<file path="config.mk">
export PLATFORM = sky130hd
export DESIGN_NAME = hsid_dist_acc_flat
export DESIGN_NICKNAME = d
export VERILOG_FILES = /design/src/rtl/hsid_pkg.sv /design/src/rtl/hsid_dist_acc_if.sv /design/src/rtl/hsid_div.sv /design/src/rtl/hsid_dist_acc.sv /design/src/flat_wrapper.sv
export SDC_FILE = /design/constraint.sdc
export NUM_CORES = 2
export LEC_CHECK = 0
export ABC_AREA = 0
export ABC_CLOCK_PERIOD_IN_PS = 13400
export CORE_AREA = 2 2 218 220
export CTS_CLUSTER_DIAMETER = 200
export DETAILED_ROUTE_END_ITERATION = 6
export DIE_AREA = 0 0 220 222
export GPL_TIMING_DRIVEN = 0
export PLACE_DENSITY = 0.9
export SLEW_MARGIN = 30
export SYNTH_ARGS = -nofsm -noshare
export SYNTH_HDL_FRONTEND = slang
export SYNTH_SLANG_ARGS = --single-unit
</file>
<file path="constraint.sdc">
create_clock -name clk -period 13.4 [get_ports clk]
set_input_delay 2.01 -clock clk [delete_from_list [all_inputs] [get_ports clk]]
set_output_delay 2.01 -clock clk [all_outputs]
set_load 0.02 [all_outputs]
</file>
<file path="src/rtl/hsid_pkg.sv">
// rtl/hsid_pkg.sv - shared types and defaults for the HSI spectral distance unit
package hsid_pkg;

    localparam int HSID_DATA_WIDTH_ACC = 48;
    localparam int HSID_DRAIN_CYCLES   = 3;

    typedef enum logic {
        HSID_MSE = 1'b0,
        HSID_MAE = 1'b1
    } hsid_dist_mode_e;

    typedef enum logic [2:0] {
        HSID_IDLE,
        HSID_ACCUM,
        HSID_DRAIN,
        HSID_DIVIDE,
        HSID_HOLD
    } hsid_dist_state_e;

endpackage

</file>
<file path="src/rtl/hsid_dist_acc_if.sv">
// rtl/hsid_dist_acc_if.sv - band-word input stream and distance result stream
interface hsid_dist_acc_if #(
    parameter int WORD_WIDTH = 32,
    parameter int REF_W      = 8,
    parameter int BAND_W     = 8
);
    logic                  mode;
    logic                  element_valid;
    logic                  element_ready;
    logic                  element_start;
    logic                  element_last;
    logic [WORD_WIDTH-1:0] element_a;
    logic [WORD_WIDTH-1:0] element_b;
    logic [REF_W-1:0]      vctr_ref;
    logic [BAND_W-1:0]     hsi_bands;
    logic                  dist_valid;
    logic                  dist_ready;
    logic [WORD_WIDTH-1:0] dist_value;
    logic [REF_W-1:0]      dist_ref;

    modport master (
        output mode, element_valid, element_start, element_last, element_a, element_b,
               vctr_ref, hsi_bands, dist_ready,
        input  element_ready, dist_valid, dist_value, dist_ref
    );

    modport slave (
        input  mode, element_valid, element_start, element_last, element_a, element_b,
               vctr_ref, hsi_bands, dist_ready,
        output element_ready, dist_valid, dist_value, dist_ref
    );
endinterface

</file>
<file path="src/rtl/hsid_div.sv">
// rtl/hsid_div.sv - sequential restoring divider, one quotient bit per cycle
module hsid_div #(
    parameter int DIVIDEND_W = 48,
    parameter int DIVISOR_W  = 8
) (
    input  logic                  clk,
    input  logic                  rst_n,
    input  logic                  start_i,
    input  logic [DIVIDEND_W-1:0] dividend_i,
    input  logic [DIVISOR_W-1:0]  divisor_i,
    output logic                  busy_o,
    output logic                  done_o,
    output logic [DIVIDEND_W-1:0] quotient_o
);
    localparam int CNT_W = $clog2(DIVIDEND_W + 1);

    logic [DIVIDEND_W-1:0] quo_q;
    logic [DIVISOR_W-1:0]  rem_q;
    logic [DIVISOR_W-1:0]  dsr_q;
    logic [CNT_W-1:0]      cnt_q;
    logic                  busy_q;
    logic                  done_q;
    logic [DIVISOR_W:0]    shifted_d;
    logic                  take_d;

    // Trial subtraction; a zero divisor always "takes", giving an all-ones quotient
    always_comb begin
        shifted_d = {rem_q, quo_q[DIVIDEND_W-1]};
        take_d    = (shifted_d >= {1'b0, dsr_q});
    end

    // Load on start, then shift one dividend bit into the remainder per cycle
    always_ff @(posedge clk) begin
        if (!rst_n) begin
            quo_q  <= '0;
            rem_q  <= '0;
            dsr_q  <= '0;
            cnt_q  <= '0;
            busy_q <= 1'b0;
            done_q <= 1'b0;
        end else begin
            done_q <= 1'b0;
            if (start_i) begin
                quo_q  <= dividend_i;
                rem_q  <= '0;
                dsr_q  <= divisor_i;
                cnt_q  <= '0;
                busy_q <= 1'b1;
            end else if (busy_q) begin
                quo_q <= {quo_q[DIVIDEND_W-2:0], take_d};
                rem_q <= take_d ? DIVISOR_W'(shifted_d - {1'b0, dsr_q})
                                : shifted_d[DIVISOR_W-1:0];
                cnt_q <= cnt_q + 1'b1;
                if (cnt_q == CNT_W'(DIVIDEND_W - 1)) begin
                    busy_q <= 1'b0;
                    done_q <= 1'b1;
                end
            end
        end
    end

    assign busy_o     = busy_q;
    assign done_o     = done_q;
    assign quotient_o = quo_q;
endmodule

</file>
<file path="src/rtl/hsid_dist_acc.sv">
// rtl/hsid_dist_acc.sv - streaming MSE/MAE spectral distance with mean divider (option: HSID_DIST_MIN_TRACK_EN)
module hsid_dist_acc
    import hsid_pkg::*;
#(
    parameter int WORD_WIDTH       = 32,
    parameter int DATA_WIDTH       = 16,
    parameter int DATA_WIDTH_MUL   = 32,
    parameter int DATA_WIDTH_ACC   = HSID_DATA_WIDTH_ACC,
    parameter int HSI_BANDS        = 128,
    parameter int HSI_LIBRARY_SIZE = 256,
    localparam int REF_W           = $clog2(HSI_LIBRARY_SIZE)
) (
    input  logic                  clk,
    input  logic                  rst_n,
    hsid_dist_acc_if.slave        bus
`ifdef HSID_DIST_MIN_TRACK_EN
    ,
    input  logic                  min_clear,
    output logic                  min_valid,
    output logic [WORD_WIDTH-1:0] min_value,
    output logic [REF_W-1:0]      min_ref
`endif
);
    localparam int LANES  = WORD_WIDTH / DATA_WIDTH;
    localparam int BAND_W = $clog2(HSI_BANDS) + 1;
    localparam int DIFF_W = DATA_WIDTH + 1;

    hsid_dist_state_e      state_q;
    hsid_dist_mode_e       mode_q;
    logic [REF_W-1:0]      ref_q;
    logic [BAND_W-1:0]     bands_q;
    logic                  element_ready_q;
    logic                  dist_valid_q;
    logic [WORD_WIDTH-1:0] dist_value_q;
    logic [REF_W-1:0]      dist_ref_q;
    logic [1:0]            drain_cnt_q;
    logic                  div_start_q;

    logic                  beat_take_d;
    logic                  p1_valid_q;
    logic                  p1_start_q;
    logic signed [DIFF_W-1:0] p1_diff_q [LANES];
    logic [DATA_WIDTH-1:0]     mag_d  [LANES];
    logic [DATA_WIDTH_MUL-1:0] term_d [LANES];
    logic [DATA_WIDTH_ACC-1:0] lane_sum_d;
    logic                  p2_valid_q;
    logic                  p2_start_q;
    logic [DATA_WIDTH_ACC-1:0] p2_sum_q;
    logic [DATA_WIDTH_ACC:0]   acc_add_d;
    logic [DATA_WIDTH_ACC-1:0] acc_q;

    logic                      div_busy;
    logic                      div_done;
    logic [DATA_WIDTH_ACC-1:0] div_quotient;

    // In IDLE only a start beat opens a vector; everything else is dropped
    assign beat_take_d = bus.element_valid && element_ready_q &&
                         ((state_q == HSID_ACCUM) || bus.element_start);

    // P1: per-lane signed difference
    always_ff @(posedge clk) begin
        if (!rst_n) begin
            p1_valid_q <= 1'b0;
            p1_start_q <= 1'b0;
            for (int i = 0; i < LANES; i++) p1_diff_q[i] <= '0;
        end else begin
            p1_valid_q <= beat_take_d;
            p1_start_q <= bus.element_start;
            for (int i = 0; i < LANES; i++)
                p1_diff_q[i] <= $signed({1'b0, bus.element_a[i*DATA_WIDTH +: DATA_WIDTH]}) -
                                $signed({1'b0, bus.element_b[i*DATA_WIDTH +: DATA_WIDTH]});
        end
    end

    // P2 combinational: magnitude, then square or pass-through, summed across lanes
    always_comb begin
        lane_sum_d = '0;
        for (int i = 0; i < LANES; i++) begin
            mag_d[i]  = p1_diff_q[i][DIFF_W-1] ? DATA_WIDTH'(-p1_diff_q[i]) : DATA_WIDTH'(p1_diff_q[i]);
            term_d[i] = (mode_q == HSID_MAE) ? DATA_WIDTH_MUL'(mag_d[i])
                                             : DATA_WIDTH_MUL'(mag_d[i]) * DATA_WIDTH_MUL'(mag_d[i]);
            lane_sum_d = lane_sum_d + DATA_WIDTH_ACC'(term_d[i]);
        end
        acc_add_d = {1'b0, acc_q} + {1'b0, p2_sum_q};
    end

    // P2 register and P3 saturating accumulator; a start beat restarts the sum
    always_ff @(posedge clk) begin
        if (!rst_n) begin
            p2_valid_q <= 1'b0;
            p2_start_q <= 1'b0;
            p2_sum_q   <= '0;
            acc_q      <= '0;
        end else begin
            p2_valid_q <= p1_valid_q;
            p2_start_q <= p1_start_q;
            p2_sum_q   <= lane_sum_d;
            if (p2_valid_q)
                acc_q <= p2_start_q ? p2_sum_q :
                         (acc_add_d[DATA_WIDTH_ACC] ? '1 : acc_add_d[DATA_WIDTH_ACC-1:0]);
        end
    end

    hsid_div #(
        .DIVIDEND_W (DATA_WIDTH_ACC),
        .DIVISOR_W  (BAND_W)
    ) u_div (
        .clk        (clk),
        .rst_n      (rst_n),
        .start_i    (div_start_q),
        .dividend_i (acc_q),
        .divisor_i  (bands_q),
        .busy_o     (div_busy),
        .done_o     (div_done),
        .quotient_o (div_quotient)
    );

    // Control FSM with registered handshake and result outputs
    always_ff @(posedge clk) begin
        if (!rst_n) begin
            state_q         <= HSID_IDLE;
            mode_q          <= HSID_MSE;
            ref_q           <= '0;
            bands_q         <= '0;
            element_ready_q <= 1'b0;
            dist_valid_q    <= 1'b0;
            dist_value_q    <= '0;
            dist_ref_q      <= '0;
            drain_cnt_q     <= '0;
            div_start_q     <= 1'b0;
        end else begin
            div_start_q <= 1'b0;
            case (state_q)
                HSID_IDLE, HSID_ACCUM: begin
                    element_ready_q <= 1'b1;
                    if (beat_take_d) begin
                        if (bus.element_start) begin
                            mode_q  <= hsid_dist_mode_e'(bus.mode);
                            ref_q   <= bus.vctr_ref;
                            bands_q <= bus.hsi_bands;
                        end
                        if (bus.element_last) begin
                            state_q         <= HSID_DRAIN;
                            element_ready_q <= 1'b0;
                            drain_cnt_q     <= '0;
                        end else begin
                            state_q <= HSID_ACCUM;
                        end
                    end
                end
                HSID_DRAIN: begin
                    // Wait for the last beat to reach the accumulator, then kick the divider
                    drain_cnt_q <= drain_cnt_q + 1'b1;
                    if (drain_cnt_q == 2'(HSID_DRAIN_CYCLES - 2)) div_start_q <= 1'b1;
                    if (drain_cnt_q == 2'(HSID_DRAIN_CYCLES - 1)) state_q <= HSID_DIVIDE;
                end
                HSID_DIVIDE: begin
                    if (div_done && !div_busy) begin
                        state_q      <= HSID_HOLD;
                        dist_valid_q <= 1'b1;
                        dist_value_q <= (|div_quotient[DATA_WIDTH_ACC-1:WORD_WIDTH]) ? '1
                                        : div_quotient[WORD_WIDTH-1:0];
                        dist_ref_q   <= ref_q;
                    end
                end
                HSID_HOLD: begin
                    if (bus.dist_ready) begin
                        state_q         <= HSID_IDLE;
                        dist_valid_q    <= 1'b0;
                        element_ready_q <= 1'b1;
                    end
                end
                default: state_q <= HSID_IDLE;
            endcase
        end
    end

    assign bus.element_ready = element_ready_q;
    assign bus.dist_valid    = dist_valid_q;
    assign bus.dist_value    = dist_value_q;
    assign bus.dist_ref      = dist_ref_q;

`ifdef HSID_DIST_MIN_TRACK_EN
    logic                  min_valid_q;
    logic [WORD_WIDTH-1:0] min_value_q;
    logic [REF_W-1:0]      min_ref_q;

    // Running minimum over delivered results; strict compare keeps the earliest tie
    always_ff @(posedge clk) begin
        if (!rst_n || min_clear) begin
            min_valid_q <= 1'b0;
            min_value_q <= '1;
            min_ref_q   <= '0;
        end else if (dist_valid_q && bus.dist_ready &&
                     (!min_valid_q || (dist_value_q < min_value_q))) begin
            min_valid_q <= 1'b1;
            min_value_q <= dist_value_q;
            min_ref_q   <= dist_ref_q;
        end
    end

    assign min_valid = min_valid_q;
    assign min_value = min_value_q;
    assign min_ref   = min_ref_q;
`endif
endmodule

</file>
<file path="src/flat_wrapper.sv">
// flat-port wrapper written by rule: the top's interface ports become plain ports
module hsid_dist_acc_flat import hsid_pkg::*;
#(
    parameter int WORD_WIDTH       = 32,
    parameter int DATA_WIDTH       = 16,
    parameter int DATA_WIDTH_MUL   = 32,
    parameter int DATA_WIDTH_ACC   = HSID_DATA_WIDTH_ACC,
    parameter int HSI_BANDS        = 128,
    parameter int HSI_LIBRARY_SIZE = 256,
    localparam int REF_W           = $clog2(HSI_LIBRARY_SIZE)
)
  (clk, rst_n, bus_mode, bus_element_valid, bus_element_start, bus_element_last, bus_element_a, bus_element_b, bus_vctr_ref, bus_hsi_bands, bus_dist_ready, bus_element_ready, bus_dist_valid, bus_dist_value, bus_dist_ref);
  hsid_dist_acc_if #(.WORD_WIDTH(WORD_WIDTH), .REF_W(8), .BAND_W(8)) bus_i ();
  input  logic clk;
  input  logic rst_n;
  input wire logic [$bits(bus_i.mode)-1:0] bus_mode;
  input wire logic [$bits(bus_i.element_valid)-1:0] bus_element_valid;
  input wire logic [$bits(bus_i.element_start)-1:0] bus_element_start;
  input wire logic [$bits(bus_i.element_last)-1:0] bus_element_last;
  input wire logic [$bits(bus_i.element_a)-1:0] bus_element_a;
  input wire logic [$bits(bus_i.element_b)-1:0] bus_element_b;
  input wire logic [$bits(bus_i.vctr_ref)-1:0] bus_vctr_ref;
  input wire logic [$bits(bus_i.hsi_bands)-1:0] bus_hsi_bands;
  input wire logic [$bits(bus_i.dist_ready)-1:0] bus_dist_ready;
  output wire logic [$bits(bus_i.element_ready)-1:0] bus_element_ready;
  output wire logic [$bits(bus_i.dist_valid)-1:0] bus_dist_valid;
  output wire logic [$bits(bus_i.dist_value)-1:0] bus_dist_value;
  output wire logic [$bits(bus_i.dist_ref)-1:0] bus_dist_ref;
  assign bus_i.mode = bus_mode;
  assign bus_i.element_valid = bus_element_valid;
  assign bus_i.element_start = bus_element_start;
  assign bus_i.element_last = bus_element_last;
  assign bus_i.element_a = bus_element_a;
  assign bus_i.element_b = bus_element_b;
  assign bus_i.vctr_ref = bus_vctr_ref;
  assign bus_i.hsi_bands = bus_hsi_bands;
  assign bus_i.dist_ready = bus_dist_ready;
  assign bus_element_ready = bus_i.element_ready;
  assign bus_dist_valid = bus_i.dist_valid;
  assign bus_dist_value = bus_i.dist_value;
  assign bus_dist_ref = bus_i.dist_ref;
  hsid_dist_acc #(.WORD_WIDTH(WORD_WIDTH), .DATA_WIDTH(DATA_WIDTH), .DATA_WIDTH_MUL(DATA_WIDTH_MUL), .DATA_WIDTH_ACC(DATA_WIDTH_ACC), .HSI_BANDS(HSI_BANDS), .HSI_LIBRARY_SIZE(HSI_LIBRARY_SIZE)) u_core (.clk(clk), .rst_n(rst_n), .bus(bus_i));
endmodule
</file>
# Yosys cells after proc, flatten, opt, wreduce, memory -nomap -nowiden
# Memories as Yosys holds them, arrays and structs flattened.
# Cells that the tools add are included.
[totals]
word_cells = 107
ram_bits = 34
memories = 1
regBits = 237
[memory_table]
columns = ["name", "words", "word_bits", "read_ports", "rd_ports_with_merged_regs", "wr", "line_no", "text"]
rows = [
  ["u_core.p1_diff_q", 2, 17, 2, 0, 2, "hsid_dist_acc.sv:42", "logic signed [DIFF_W-1:0] p1_diff_q [LANES];"],
]
[op_classes]
eq_ne = 12
mul = 2
add_sub_neg = 9
n_bitwise = 4
n_mux = 35
n_lt_le_gt_ge = 1
n_reduce_logical = 21
[ops]
columns = ["operator", "count"]
rows = [
  ["48-bit two-way mux", 4],
  ["32-bit two-way mux", 3],
  ["16-bit by 16-bit multiplier with 32-bit output", 2],
  ["48-bit by 48-bit adder with 49-bit output", 1],
  ["17-bit two-way mux", 2],
  ["16-bit by 16-bit subtractor with 17-bit output", 2],
  ["32-bit by 32-bit adder with 33-bit output", 1],
  ["16-bit two-way mux", 2],
  ["16-bit negation", 2],
  ["16-bit OR reduction", 1],
  ["1-bit two-way mux", 12],
  ["3-bit two-way mux", 4],
  ["3-bit case mux with 4 select lines", 1],
  ["9-bit by 8-bit >= comparator with 1-bit output", 1],
  ["3-bit AND reduction", 3],
  ["8-bit two-way mux", 1],
  ["2-bit nonzero test", 4],
  ["8-bit subtractor", 1],
  ["6-bit by 1-bit adder with 6-bit output (second input constant)", 1],
  ["3-bit by 2-bit equality test with 1-bit output (second input constant)", 2],
  ["6-bit equality test (second input constant)", 1],
  ["2-bit two-way mux", 3],
  ["2-bit by 1-bit inequality test with 1-bit output (second input constant)", 3],
  ["2-bit AND reduction", 3],
  ["other kinds (17)", 24],
]

# Longest topological paths before layout
# An unclocked memory read counts as a cell.
[depth]
ltp_word = 6
depth_mapped = 42

# By module
# A second synthesis with hierarchy kept.
[unflattened]
cells_unflattened = 3471
area_unflattened_um2 = 29288.1
[modules_own_cells]
columns = ["module", "area_per_inst_um2", "seq_area_each_um2", "n_inst", "cells_per_inst"]
rows = [
  ["hsid_dist_acc", 25675.9, 3683.5, 1, 3054],
  ["hsid_div", 3612.2, 1441.4, 1, 417],
]

# Least setup slack after synthesis
# No wires, ideal clock.
[synth_path]
path_type = "register to register"
startpoint = "memory u_core.p1_diff_q[0][17] in the netlist's numbering"
endpoint = "register u_core.p2_sum_q[30]"
setup_time_ns = 0.121
required_ns = 13.279
t_arrival_ns = 9.214
slack_ns = 4.064
path_stages_with_launch = 38
period_less_slack_ns = 9.336
cell_sequence = "dfxtp_1 clkinv_1 clkbuf_1 ha_1 nand2b_1 or4_1 o21ai_1 xor2_2 nor2_1 fa_1 inv_1 fa_1 inv_1 fa_1 inv_1 fa_1 inv_1 fa_1 [2 not listed] a21o_1 a21o_1 nor3_1 a21oi_1 a41o_1 a21oi_1 xor2_1 nor2_1 ha_1 a21oi_1 o211ai_1 and3_1 o41ai_1 o311a_1 nor3_1 a2111oi_1 a21oi_1 mux2i_1"
[synth_rtl]
columns = ["element", "line_no", "text"]
rows = [
  ["start, declared", "hsid_dist_acc.sv:42", ""],
  ["end signal, assigned", "hsid_dist_acc.sv:97", "p2_sum_q <= lane_sum_d;"],
  ["end, declared", "hsid_dist_acc.sv:48", "logic [DATA_WIDTH_ACC-1:0] p2_sum_q;"],
]

==> impl_metrics.yaml <==
cells_and_area:
  stdcell_count: 4218
  fillers: 3471
  post-route-util_pct: 69.4
  syn_to_final_growth_pct: 10.3
  num-nets-final: 4314
  fin_area_um2: 32100
  n_antenna_cell: 0
  drive_gt1_share_pct: 3.82
timing:
  fin_crit_ns: 11.71
  setup_viol: 0
  hold_viol_final: 0
  rsz0062_at_grt: "false"
  tightestPinTransition_ns: 1.05
  clock_skew_ns: 0.0195
  report.final.slew_viol_count: 0
  tns_ns: 0
  finalCritPeriodShare_pct: 87.4
  fmax_ghz: 0.0854
  maxSlewHeadroom_pct: 29.7
worst_hold_path:
  holdCritPathClass: "reg2reg"
detailed_routing:
  drt-total-wl_um: 77900
  first_iter_violations: 2021
  wl_per_cell_um: 18.5
  routed-via-count: 25200
  drt_first_pass_iters: 6
  drtAntennaViolNets: 0
  drc_errors: 0
  vias_per_cell: 5.96
floorplanning:
  fp.dieW_um: 220
  die_h_um: 222
  coreArea_um2: 46300
  dieArea_um2: 48800
  io_pins: 129
  rows: 79
  start_util_pct: 62.9
clocking:
  cts_resized: 0
  cts_buffer_depth: 3
  cts_buffers: 25
  htree_levels: 1
  clock_sinks: 256
  cts_setup_buffers: 0
  cts_tree: "done"
  cts_root_buf: "clkbuf_16"
  clk_transition_reported_paths_ns: 0.07
  clk_latency_ns: 0.54
  holdBufCountCts: 0
worst_setup_path:
  crit_required_ns: 13.84
  path_class: "reg2reg"
  cp_max_fo: 11
  setup.worst_path.start_class: "flip-flop"
  arrival_ns: 12.14
  r2r_setup_slack_ns: 1.69
  max_stage_delay_ns: 0.63
  cpMaxStageDelayCell: "a2111oi_1"
  critPathCaptureType: "flip-flop"
global_routing:
  grt_max_degree: 16
  grt.overflow.total: 0
  antenna_found_initial: 0
  grt_pass1_wl_um: 125000
  grt_usage_pct: 32.0
  grt_pass1_vias: 25800
yosys:
  syn_area_per_cell_um2: 8.45
  synth_common_cells: "inv_1, nor2_1, fa_1"
  async_flop_share_pct: 0
  synth.distinct_cells: 76
  synth_most_common_cell: "inv_1"
  synth_area_leaders: "fa_1, dfxtp_1, ha_1"
  ys_warn_count: 0
  yosysTopAreaCellShare_pct: 22.4
  yosys_most_used_dff: "dfxtp_1"
  seq_area_frac_synth_pct: 17.6
  ys_ff_latch: 256
  synth_fp_nets: 4160
  syn-instance-count: 3441
  yosys.area.top_type: "fa_1"
  synth_area_um2: 29100
  synth_edf_count: 0
job:
  maxCapViolations: 0
place:
  place_inst: 4175
  place_congestion: 0.977
  port_buffers: 127
  place_area_um2: 31200
  dp_hpwl_um: 62100
status:
  outcome: "complete, no violations"
-- area by class of cell --
| type | instances | area (µm²) | area share (%) |
|---|---|---|---|
| clock inverter | 12 | 178 | 0.554 |
| sequential | 256 | 5120 | 16.0 |
| tap | 607 | 759 | 2.37 |
| inverter | 551 | 2070 | 6.45 |
| clock buffer | 31 | 658 | 2.05 |
| multi-input combinational | 2512 | 21600 | 67.2 |
| buffer | 122 | 465 | 1.45 |
| timing repair buffer | 127 | 1270 | 3.96 |
-- routing by layer --
| metal | vias to the layer above | global-route usage [%] | wire [µm] |
|---|---|---|---|
| met2 | 1047 | 54.6 | 37500 |
| met5 | - | 0 | 0 |
| met3 | 285 | 4.86 | 6120 |
| met1 | 12100 | 38.8 | 30100 |
| li1 | 11700 | - | - |
| met4 | 0 | 16.8 | 4220 |
-- metrics by stage --
step / setup WS [ns] / hold slack, ns
global route: 0.913 / 0.468
finish: 1.69 / 0.436
detailed placement: 1.88 / 0.423
CTS: 1.79 / 0.438
global placement: 1.80 / 0.427
floorplan: 4.06 / 0.412
-- flip-flops by register name, indices dropped and copies added, names as in the netlist, 2 cells and up --
signal and cells:
u_core.acc_q 48, u_core.u_div.quotient_o 48, u_core.p1_diff_q 34, u_core.p2_sum_q 33
u_core.bus.dist_value 32, u_core.bands_q 8, u_core.bus.dist_ref 8, u_core.ref_q 8
u_core.u_div.dsr_q 8, u_core.u_div.rem_q 8, u_core.u_div.cnt_q 6, u_core.state_q 3
u_core.drain_cnt_q 2
-- worst max-delay path, delay by kind of cell (launching register included) --
family | cells | cell delay (ns)
AO/OA/AOI/OAI | 11 | 3.36
XOR/XNOR | 2 | 0.76
adder cells (fa/ha/maj) | 9 | 4.13
buffers and inverters | 9 | 1.65
flip-flops | 1 | 0.42
multiplexers | 1 | 0.25
AND/OR/NAND/NOR | 7 | 1.02
-- cells by family after synthesis --
kind of cell	share of synthesized area, %
multiplexers	2.52
buffers and inverters	8.71
AND/OR/NAND/NOR	13.9
adder cells (fa/ha/maj)	35.6
flip-flops	17.6
AO/OA/AOI/OAI	16.5
XOR/XNOR	5.17
-- path summary, 6_finish.rpt --
check / start / endpoint / cells past startpoint
setup / recovery: u_core.p1_diff_q[0][17]$_SDFF_PN0_ / u_core.p2_sum_q[30]$_SDFF_PN0_ / 39
hold / removal: u_core.p1_valid_q$_SDFF_PN0_ / u_core.p2_valid_q$_SDFF_PN0_ / 1
setup reg to reg: u_core.p1_diff_q[0][17]$_SDFF_PN0_ / u_core.p2_sum_q[30]$_SDFF_PN0_ / 39
hold reg to reg: u_core.p1_valid_q$_SDFF_PN0_ / u_core.p2_valid_q$_SDFF_PN0_ / 1
-- layout by cell type, fill, tap and decap left out, types with 20 or more instances in the layout --
master | synthesis | routed
clkbuf_1 | 108 | 112
clkdlybuf4s50_1 | 0 | 127
fa_1 | 326 | 326
mux2i_1 | 72 | 72
xor2_1 | 75 | 65
nor2_1 | 394 | 394
nor2b_1 | 26 | 26
dfxtp_1 | 256 | 256
a21o_1 | 90 | 90
and3_1 | 28 | 28
inv_1 | 526 | 526
o21ai_0 | 99 | 99
nor3_1 | 50 | 50
nand3_1 | 35 | 35
clkbuf_16 | 0 | 25
o21ai_1 | 22 | 21
ha_1 | 306 | 306
a31oi_1 | 24 | 24
o221ai_1 | 20 | 20
a211oi_1 | 38 | 38
nand2b_1 | 32 | 32
a21oi_1 | 242 | 242
o221a_2 | 33 | 33
xnor2_1 | 93 | 87
nand2_1 | 255 | 255
Power is left out: the tool's default activity adds up to more than one toggle a clock period on the data nets, which glitch-free logic cannot reach.
